[src/rtl/dmem_access_unit.sv]
// dmem_access_unit: memory-stage bridge to a 4096x32 data RAM.
// Performs sub-word loads/stores via read-modify-write, plus alignment checks.
// Optional macro DMEM_ALIGN_CHECK_EN enables misalignment exceptions.
// When it is undefined, addresses are force-aligned and size 11 acts as word.
// Ports:
//   clk, reset (sync, active-high)
//   req_valid/req_ready, req_write, req_size, req_signed, req_addr, req_wdata
//   resp_valid, resp_rdata, exception
//   ram_re, ram_we, ram_addr, ram_wdata, ram_rdata
module dmem_access_unit (
  input  logic        clk,
  input  logic        reset,
  input  logic        req_valid,
  output logic        req_ready,
  input  logic        req_write,
  input  logic [1:0]  req_size,
  input  logic        req_signed,
  input  logic [13:0] req_addr,
  input  logic [31:0] req_wdata,
  output logic        resp_valid,
  output logic [31:0] resp_rdata,
  output logic        exception,
  output logic        ram_re,
  output logic        ram_we,
  output logic [13:0] ram_addr,
  output logic [31:0] ram_wdata,
  input  logic [31:0] ram_rdata
);

  typedef enum logic [1:0] {
    IDLE,
    READ,
    WRITE,
    RESP
  } state_t;

  localparam logic [1:0] SZ_B = 2'b00;
  localparam logic [1:0] SZ_H = 2'b01;
  localparam logic [1:0] SZ_W = 2'b10;

  state_t      state;
  state_t      state_nxt;

  logic [13:0] q_addr;
  logic [1:0]  q_size;
  logic        q_signed;
  logic        q_write;
  logic [31:0] q_wdata;
  logic [31:0] q_word;

  logic        accept;
  logic        misalign;
  logic [1:0]  eff_size;
  logic [13:0] eff_addr;

  // Extract a byte/half/word from a RAM word and extend it.
  function automatic logic [31:0] load_ext(
    input logic [31:0] w,
    input logic [1:0]  off,
    input logic [1:0]  sz,
    input logic        sg
  );
    logic [7:0]  b;
    logic [15:0] h;
    logic [31:0] r;
    b = 8'(w >> {off, 3'b000});
    h = off[1] ? w[31:16] : w[15:0];
    unique case (1'b1)
      (sz == SZ_B): r = {{24{sg & b[7]}}, b};
      (sz == SZ_H): r = {{16{sg & h[15]}}, h};
      default:      r = w;
    endcase
    return r;
  endfunction

  // Replace the addressed lane(s) of the old word with store data.
  function automatic logic [31:0] store_merge(
    input logic [31:0] old,
    input logic [31:0] wd,
    input logic [1:0]  off,
    input logic [1:0]  sz
  );
    logic [31:0] mask;
    logic [31:0] data;
    unique case (1'b1)
      (sz == SZ_B): begin
        mask = 32'h0000_00ff << {off, 3'b000};
        data = {4{wd[7:0]}};
      end
      (sz == SZ_H): begin
        mask = off[1] ? 32'hffff_0000 : 32'h0000_ffff;
        data = {2{wd[15:0]}};
      end
      default: begin
        mask = 32'hffff_ffff;
        data = wd;
      end
    endcase
    return (old & ~mask) | (data & mask);
  endfunction

`ifdef DMEM_ALIGN_CHECK_EN
  always_comb begin
    eff_size = req_size;
    eff_addr = req_addr;
    misalign = (req_size == 2'b11)
             | ((req_size == SZ_H) & req_addr[0])
             | ((req_size == SZ_W) & (req_addr[1:0] != 2'b00));
  end
`else
  // No exception path: size 11 is treated as word and the
  // low address bits are simply dropped for half/word.
  always_comb begin
    eff_size = (req_size == 2'b11) ? SZ_W : req_size;
    eff_addr = req_addr;
    misalign = 1'b0;
    unique case (1'b1)
      (eff_size == SZ_H): eff_addr = {req_addr[13:1], 1'b0};
      (eff_size == SZ_W): eff_addr = {req_addr[13:2], 2'b00};
      default:            eff_addr = req_addr;
    endcase
  end
`endif

  assign accept = req_valid & req_ready;

  always_ff @(posedge clk) begin
    if (reset) state <= IDLE;
    else       state <= state_nxt;
  end

  always_comb begin
    state_nxt  = state;
    req_ready  = 1'b0;
    ram_re     = 1'b0;
    ram_we     = 1'b0;
    resp_valid = 1'b0;
    ram_addr   = q_addr;
    ram_wdata  = store_merge(q_word, q_wdata, q_addr[1:0], q_size);
    unique case (state)
      IDLE: begin
        req_ready = ~reset;
        if (accept) begin
          if (misalign)             state_nxt = RESP;
          else if (!req_write)      state_nxt = READ;
          else if (eff_size == SZ_W) state_nxt = WRITE;
          else                      state_nxt = READ;
        end
      end
      READ: begin
        ram_re    = ~reset;
        state_nxt = q_write ? WRITE : RESP;
      end
      WRITE: begin
        ram_we    = ~reset;
        state_nxt = RESP;
      end
      RESP: begin
        resp_valid = 1'b1;
        state_nxt  = IDLE;
      end
      default: state_nxt = IDLE;
    endcase
  end

  // Response registers only change on entry to RESP, so they hold
  // their value from one resp_valid pulse to the next.
  always_ff @(posedge clk) begin
    if (reset) begin
      q_addr     <= '0;
      q_size     <= '0;
      q_signed   <= 1'b0;
      q_write    <= 1'b0;
      q_wdata    <= '0;
      q_word     <= '0;
      resp_rdata <= '0;
      exception  <= 1'b0;
    end else begin
      unique case (state)
        IDLE: begin
          if (accept) begin
            q_addr   <= eff_addr;
            q_size   <= eff_size;
            q_signed <= req_signed;
            q_write  <= req_write;
            q_wdata  <= req_wdata;
            if (misalign) begin
              resp_rdata <= '0;
              exception  <= 1'b1;
            end
          end
        end
        READ: begin
          q_word <= ram_rdata;
          if (!q_write) begin
            resp_rdata <= load_ext(ram_rdata, q_addr[1:0],
                                   q_size, q_signed);
            exception  <= 1'b0;
          end
        end
        WRITE: begin
          resp_rdata <= '0;
          exception  <= 1'b0;
        end
        default: ;
      endcase
    end
  end

endmodule

[config.mk]
export PLATFORM = sky130hd
export DESIGN_NAME = dmem_access_unit
export DESIGN_NICKNAME = d
export VERILOG_FILES = /design/src/rtl/dmem_access_unit.sv
export SDC_FILE = /design/constraint.sdc
export NUM_CORES = 1
export LEC_CHECK = 0
export BUFFER_PORTS_ARGS = -buffer_cell sky130_fd_sc_hd__buf_2
export CORE_ASPECT_RATIO = 0.6
export CORE_MARGIN = 2
export CORE_UTILIZATION = 30
export CTS_CLUSTER_SIZE = 28
export DETAILED_ROUTE_END_ITERATION = 12
export PLACE_DENSITY = 0.5
export SETUP_SLACK_MARGIN = 0.4
export SYNTH_ARGS = -nofsm -noshare
export SYNTH_HDL_FRONTEND = slang
export SYNTH_SLANG_ARGS = --single-unit
[constraint.sdc]
create_clock -name clk -period 2.78 [get_ports clk]
set_clock_uncertainty 0.1 [all_clocks]
set_input_delay 0.139 -clock clk [delete_from_list [all_inputs] [get_ports clk]]
set_output_delay 0.139 -clock clk [all_outputs]
set_load 0.02 [all_outputs]
==> results of run 1 <==
[cell usage in the layout (no fill, tap or decap), drive strengths merged, types with 2 or more instances in the layout]
| cell | n |
|---|---|
| buf | 182 |
| dfxtp | 116 |
| nand2 | 85 |
| dlygate4sd3 | 80 |
| o21ai | 72 |
| mux2i | 58 |
| a21oi | 53 |
| nand2b | 49 |
| nor2 | 43 |
| nor2b | 23 |
| clkbuf | 19 |
| a22o | 16 |
| nor3b | 16 |
| mux2 | 15 |
| a222oi | 14 |
| o2bb2ai | 8 |
| a211oi | 7 |
| inv | 5 |
| clkinvlp | 5 |
| ha | 5 |
| clkinv | 5 |
| nand3b | 3 |
| bufinv | 3 |
| or2 | 2 |
| nand3 | 2 |
| and2 | 2 |
[worst paths after layout]
| path | cells past startpoint | from | slack, ns | end |
|---|---|---|---|---|
| setup / recovery | 6 | q_size[0]$_SDFFE_PP0P_ | 0.52 | ram_wdata[28] |
| setup reg to reg | 6 | state[1]$_SDFFE_PP0P_ | 0.62 | q_word[9]$_SDFFE_PP0N_ |
| hold reg to reg | 1 | resp_rdata[12]$_SDFFE_PP0P_ | 0.36 | resp_rdata[12]$_SDFFE_PP0P_ |
| hold / removal | 3 | ram_rdata[28] | 0.01 | q_word[28]$_SDFFE_PP0N_ |
[worst max-delay path, stage by stage, from the launching register on]
cell and delay [ns]:
dfxtp_2 0.42, buf_4 0.26, mux2i_1 0.39, nor2_1 0.10
a21oi_1 0.12, o21ai_0 0.13, buf_2 0.19
[registers in the layout, summed over array words and instances, names as in the netlist]
| signal | flops |
|---|---|
| ram_addr | 14 |
| q_word | 32 |
| resp_rdata | 32 |
| state | 2 |
| q_size | 2 |
| q_wdata | 32 |
| q_write | 1 |
| q_signed | 1 |
[through the flow]
step / hold WS, ns / power [mW] / setup WS (ns) / util, %
floorplan: 0.148 / 3.19 / 0.708 / -
global placement: 0.239 / 3.77 / 0.685 / 36.8
detailed placement: 0.239 / 3.77 / 0.631 / 36.8
CTS: 0.00781 / 6.10 / 0.421 / 44.4
global route: 0.0296 / 6.38 / 0.411 / 44.4
finish: 0.0118 / 6.08 / 0.518 / 44.4
[timing repair]
item	in CTS	in global routing
setup endpoints to repair	16	6
pin swaps	0	0
hold endpoints to repair	89	0
gates resized for setup	3	4
hold buffers	80	0
[power groups by stage]
stage,clock (mW),combinational (mW),sequential [mW]
global route,2.35,1.91,2.12
finish,2.23,1.76,2.09
detailed placement,0,1.65,2.12
floorplan,0,1.07,2.12
CTS,2.27,1.75,2.09
global placement,0,1.65,2.13
[cell families (layout without fill, tap and decap cells)]
family / Yosys count / in the layout / share of synthesized area, %
other cells: 1 / 1 / 0.0659
compound gates: 179 / 179 / 20.0
buf+inv: 61 / 299 / 4.62
fa+ha+maj: 5 / 5 / 1.10
simple gates: 229 / 229 / 20.3
flops: 116 / 116 / 40.8
mux: 73 / 73 / 13.2
[final cells by class]
cell class | count | area [um^2]
Fill cell | 1822 | 10200
Inverter | 5 | 18.8
Multi-Input combinational cell | 487 | 3120
Tap cell | 240 | 300
Clock inverter | 13 | 160
Sequential cell | 116 | 2330
Clock buffer | 19 | 433
Timing Repair Buffer | 262 | 1780
[layer usage]
metal / routed length [um] / part of all wire [%] / vias to the layer above / GRT usage, %
met5: 0 / 0 / - / 0
li1: - / - / 2784 / -
met1: 10500 / 52 / 2620 / 30.7
met2: 7850 / 39 / 219 / 26.9
met3: 1640 / 8.1 / 17 / 5.88
met4: 221 / 1.1 / 0 / 4.55
==> results list, run 1 <==
- Post-synth EDFFs: 0
- In the final layout, the share of cells above drive strength 1 is between 20% and 30%.
- For this design the ratio of total power to cell area is 747 mW/mm^2.
* Netlist area before placement: between 0.005 and 0.006 mm^2
- Post-layout instance area: 0.00814 mm^2
- The area growth from synthesis to layout is 42.9%.
* Via count normalized by instance count: roughly 4.9
- In the synthesized netlist the async set-or-reset flop fraction comes to 0%.
- Counting I/O delays and the setup requirement, the final critical path takes about 2.3 ns.
* Design internal power: around 4 mW
- STA classifies the critical path endpoint as a primary output.
- Combinational fraction of design power: a little under 30%
- Setup repair after global routing missed its margin: no
- Status: finished clean
* Startpoint kind of the worst setup timing path: flip-flop
* Area enclosed by the die boundary: 0.0201 mm^2
* Endpoint arrival time on the critical path: ~2.0 ns
* HPWL after detailed placement: 14.1 mm
* Count of cell types in the netlist: 43
* Worst Setup Path Type: flip-flop to primary output
- Required @ worst endpoint: around 2.5 ns
* Placeable Area: approximately 0.018 mm^2
- For this run, the top clock speed supported by timing is approximately 440 MHz.
- Routed len/inst: 17.7 um
- Leftover overflow at the end of global routing: 0
- Leaving out filler cells and counting taps, the final layout contains approximately 1100.
* Number of global-route vias before repair: roughly 5400
- Clock input transition at the sequential cells of the worst setup and hold paths: approximately 0.05 ns
- The analysis attributes to cell leakage a power of approximately 3.4 nW.
* CTS root buf: clkbuf_16
- Routability-driven placement finished with a final weighted congestion of ~0.80.
- Wirelength, routed: just over 20 mm
- CTS H-Tree Depth: 4
- Flip-flop and latch count after synthesis: 116
- At the pin with the least slew margin, the transition time is 0.541 ns.
- Most frequent cells after synthesis: dfxtp_1 (116), nand2_1 (85), o21ai_0 (66)
- Setup violations remaining at the end of the flow were counted as 0.
- Mapped Avg Cell Area: between 8 and 9 um^2
- The initial antenna violation count was 1.
* Area share of the largest cell type after synthesis: between 40% and 50%
- Placed Instance Area: 0.00673 mm^2
- Width of the chip: ~180 um
* Number of CTS-inserted buffers: 17
* Clock tree from TritonCTS: done
- Summed over all failing endpoints, the final setup total negative slack is 0 ns.
* Final max-slew violation count: 0
* Total routing usage reported by global routing: between 20% and 30%
- Switching share of total power: between 30% and 40%
- Cell type with the largest total area after synthesis: dfxtp_1
* Number of maximum-capacitance constraint violations: 0
* Quantity of I/O buffers inserted on ports: about 170
- Clock tree buffer depth: 2
* Total of warnings raised by yosys: 0
- Proportion of power drawn by the clock network: a little under two fifths
* Iteration-0 DRC count of the detailed router: 504
- Drt drc: 0
* Number of placed I/O pins: 168
* Power dissipated by switching net loads: approximately 2.1 mW
- The count of final hold-check violations is 0.
- Registers are responsible for 34.4% of the overall power.
* Via Count: approximately 5600
- Number of instances in the synthesized netlist: between 600 and 700
* Initial Util: 31.1%
- Placed Cells incl. Taps: around 1000
* Library cell with the highest instance count after synthesis: dfxtp_1
* Post-CTS repair timing setup buffer count: 0
* # clock sinks: between 100 and 150
- Of the synthesized area, sequential elements account for 40.8%.
- Drt pass-1 iters: 6
- Wire length of the first global-routing pass: a little over 30 mm
- Relative slew slack: between 60% and 70%
* Main area contributors after synthesis: dfxtp_1 (41%), mux2i_1 (10%), o21ai_0 (5.8%)
* Row count: 38
* VDD IR-drop max: 0.000470 V
- When the netlist entered floorplanning its net count stood at about 750.
- Entering global routing, the biggest net connects around 110 pins.
- Clock latency on the worst-skew pair, taken at its later pin, is ~0.41 ns.
* NumNets Final: about 1000
* Share of the cycle needed by the critical path after routing: between 80% and 90%
* Top fanout value on the critical path: 9
- Worst hold-check path type: input port to flip-flop
- Among all flip-flop cells after synthesis, the most frequent one is dfxtp_1.
* Antenna diode count: 0
* Vert. Die Dim: roughly 110 um
- The count of nets left with antenna violations once routing finished came out at 0.
Note: power is estimated with default switching activity, not from simulation.
==> run 2: changes to the inputs <==
clock period = 2.3 ns   (was 2.78 ns; I/O delays follow)
==> results list, run 2 (synthesized netlist as in run 1, its figures left out) <==
- The combinational cell fraction of total power was 35.4% (was 28.9%).
* Required @ worst endpoint: 2.09 ns (was 2.54 ns)
* Ratio of cells with drive above 1 in the final layout: 34.6% (was 26.9%)
* Post-layout instance area: 0.00903 mm^2 (was 0.00814 mm^2)
- Width of the chip: 182 um (unchanged)
- Design internal power: 5.04 mW (was 4.01 mW)
* Final setup TNS: 0 ns (unchanged)
- Insertion delay of the later-clocked pin in the worst-skew pair: 0.40 ns (was 0.41 ns)
- Via Count: 5937 (was 5640)
- Hold Slack: 0.128 ns (was 0.0118 ns)
- The row count was 38 (unchanged).
- Iteration-0 DRC count of the detailed router: 581 (was 504)
- The count of final hold-check violations came to 0 (unchanged).
- The setup slack of the most critical reg-to-reg path came to 0.49 ns (was 0.62 ns).
* Drt drc: 0 (unchanged)
- Number of CTS-inserted buffers: 17 (unchanged)
- Startpoint kind of the worst setup timing path: flip-flop (unchanged)
* Worst hold-check path type: input port to flip-flop (unchanged)
* Most used cells in the layout excluding fill and tap cells: buf_2 (139), dfxtp_1 (110), dlygate4sd3_1 (83) (was buf_2 (166), dfxtp_1 (113), nand2_1 (85))
* Worst Setup Path Type: flip-flop to primary output (unchanged)
* Wire length of the first global-routing pass: 33.1 mm (was 31.1 mm)
* CTS H-Tree Depth: 4 (unchanged)
- Beginning of the critical path: ram_addr[0]$_SDFFE_PP0P_ (was q_size[0]$_SDFFE_PP0P_)
* Top fanout value on the critical path: 5 (was 9)
- Initial antenna violation count: 0 (was 1)
- Largest net degree at the start of global routing: 112 (unchanged)
- Filler instances: 1733 (was 1822)
- The area of the die was 0.0201 mm^2 (unchanged).
* Placeable Area: 0.0183 mm^2 (unchanged)
- The number of top-level pins was 168 (unchanged).
- The critical path's slowest cell was dfxtp_4 (was dfxtp_2).
- Critical path's most frequent cell: buf_6
* Number of global-route vias before repair: 5628 (was 5384)
* VDD IR-drop max: 0.000596 V (was 0.000470 V)
* Clock tree from TritonCTS: done (unchanged)
- Leakage power of the design: 3.70 nW (was 3.41 nW)
- The mean number of vias per cell came to 5.04 (was 4.94).
- The capturing element type of the critical path is a primary output (unchanged).
- Clock tree buffer depth: 2 (unchanged)
- Crit-path cells: nor2b_4, o21ai_4, buf_6, mux2_4, buf_6 (was buf_4, mux2i_1, nor2_1, a21oi_1, o21ai_0, buf_2)
- The number of pins exceeding their max-slew limit in the final report was 0 (unchanged).
* Number of maximum-capacitance constraint violations: 0 (unchanged)
* Commonest non-fill, non-tap cell in the layout: buf_2 (unchanged)
* Post-route antenna net violation count: 0 (unchanged)
- Antenna diode count: 0 (unchanged)
* Reg-to-reg endpoint: resp_rdata[15]$_SDFFE_PP0P_ (was q_word[9]$_SDFFE_PP0N_)
- The total wirelength of the detailed-routed design came to 22.6 mm (was 20.2 mm).
- The register cell area after layout is 0.00234 mm^2 (was 0.00233 mm^2).
- Proportion of power drawn by the clock network: 31.7% (was 36.7%)
- Highest Clock Rate: about 500 MHz
* HPWL after detailed placement: 14.3 mm (was 14.1 mm)
- The synthesis-to-finish area growth was 58.5% (was 42.9%).
- The cell at the root of the clock tree is clkbuf_16 (unchanged).
- The worst path uses just under 90% of the clock period.
* Start of the worst register-to-register path: ram_addr[1]$_SDFFE_PP0P_ (was state[1]$_SDFFE_PP0P_)
- The clock-pin slew on the worst setup and hold paths came to 0.06 ns (was 0.05 ns).
* Power Dens Cells: 863 mW/mm^2 (was 747 mW/mm^2)
- Setup repair after global routing missed its margin: yes (was no)
- The depth of the most critical reg-to-reg path was 6 (unchanged).
* Worst Tran Pin Value: 0.585 ns (was 0.541 ns)
* Switching share of total power: 35.3% (was 34.1%)
- Quantity of I/O buffers inserted on ports: 166 (unchanged)
- Vert. Die Dim: 111 um (unchanged)
* Endpoint arrival time on the critical path: 1.79 ns (was 2.02 ns)
- Portion of total power attributed to sequential cells: 32.9% (was 34.4%)
* Total routing usage reported by global routing: 21.6% (was 20.0%)
- The placer's final routability congestion estimate is 0.808 (was 0.804).
- The number of clock sinks was 116 (unchanged).
* Drt pass-1 iters: 7 (was 6)
- The total setup violations reported at the end of the flow came to 0 (unchanged).
- Registers with the highest flip-flop counts: q_wdata x32, q_word x32, resp_rdata x32 (unchanged)
- The area after detailed placement was 0.00676 mm^2 (was 0.00673 mm^2).
* Area occupied by multi-input gates: 0.00346 mm^2 (was 0.00312 mm^2)
- Status: finished clean (unchanged).
- Routed len/inst: 19.2 um (was 17.7 um)
- NumNets Final: 1014 (was 979)
* Delay of the slowest cell on the worst path: 0.37 ns (was 0.42 ns)
- Clock period minus worst slack: approximately 2 ns
- Relative slew slack: 60.8% (was 63.9%)
- The total grt overflow came to 0 (unchanged).
- Last element of the critical path: ram_wdata[1] (was ram_wdata[28])
* Initial Util: 31.1% (unchanged)
- Power after layout: 7.79 mW (was 6.08 mW)
- The power spent charging and discharging nets came to 2.75 mW (was 2.07 mW).
run 2: changes by cell type in the layout (fill, tap and decap cells not counted), sizes merged:
| cell | before | now |
|---|---|---|
| bufbuf | 0 | 2 |
| clkbuf | 19 | 20 |
| bufinv | 3 | 1 |
| o21a | 1 | 2 |
| buf | 182 | 209 |
| inv | 5 | 4 |
| clkinv | 5 | 6 |
| dlygate4sd3 | 80 | 83 |
| clkinvlp | 5 | 7 |
| and2 | 2 | 3 |
run 2: layer usage:
metal  up-vias  wire length (um)  GRT usage [%]
met4         0               125           4.44
li1       2861                 -              -
met5         -                 0              0
met1      2798             11400           33.0
met2       268              9070           29.4
met3        10              2040           6.21
run 2: repair_timing:
action	in CTS	in global routing
resized for setup	122	52
pin swaps	6	5
gates cloned	5	3
hold buffers	83	0
buffers inserted	12	10
setup endpoints to repair	88	103
endpoints found under the hold margin	97	0
run 2: power by group through the flow:
stage | logic [mW] | registers, mW | clock network [mW]
detailed placement | 2.02 | 2.56 | 0
finish | 2.75 | 2.56 | 2.47
global placement | 2.03 | 2.56 | 0
global route | 2.94 | 2.60 | 2.62
CTS | 2.53 | 2.53 | 2.51
floorplan | 1.31 | 2.56 | 0
run 2: critical path: cells and delay by family (launching register included):
kind,cells,cell delay [ns]
flip-flops,1,0.37
AO/OA/AOI/OAI,1,0.20
multiplexers,1,0.33
buffers and inverters,2,0.32
AND/OR/NAND/NOR,1,0.16
run 2: worst min-delay path by stage:
| stage | slack, ns | cells past startpoint | end | start |
|---|---|---|---|---|
| finish | 0.13 | 3 | resp_rdata[31]$_SDFFE_PP0P_ | reset |
| global placement | 0.21 | 3 | q_wdata[17]$_SDFFE_PP0P_ | req_wdata[17] |
| global route | 0.18 | 3 | resp_rdata[19]$_SDFFE_PP0P_ | reset |
| floorplan | 0.12 | 2 | q_signed$_SDFFE_PP0P_ | req_signed |
| detailed placement | 0.22 | 3 | ram_addr[10]$_SDFFE_PP0P_ | req_addr[10] |
| CTS | 0.10 | 5 | ram_addr[0]$_SDFFE_PP0P_ | reset |
run 2: final cells by class:
type | instances | share of cell area [%]
clock inverter | 13 | 1.25
inverter | 5 | 0.250
multi-input combinational | 489 | 38.3
clock buffer | 19 | 4.80
tap | 240 | 3.33
sequential | 116 | 25.9
timing repair buffer | 295 | 26.1
run 2: stage by stage:
stage	worst slack (ns)	std cells	utilization (%)
floorplan	0.366	664	-
global placement	0.306	1032	36.9
detailed placement	0.324	1032	36.9
CTS	0.307	1164	47.5
global route	0.259	1177	49.3
finish	0.292	1177	49.3
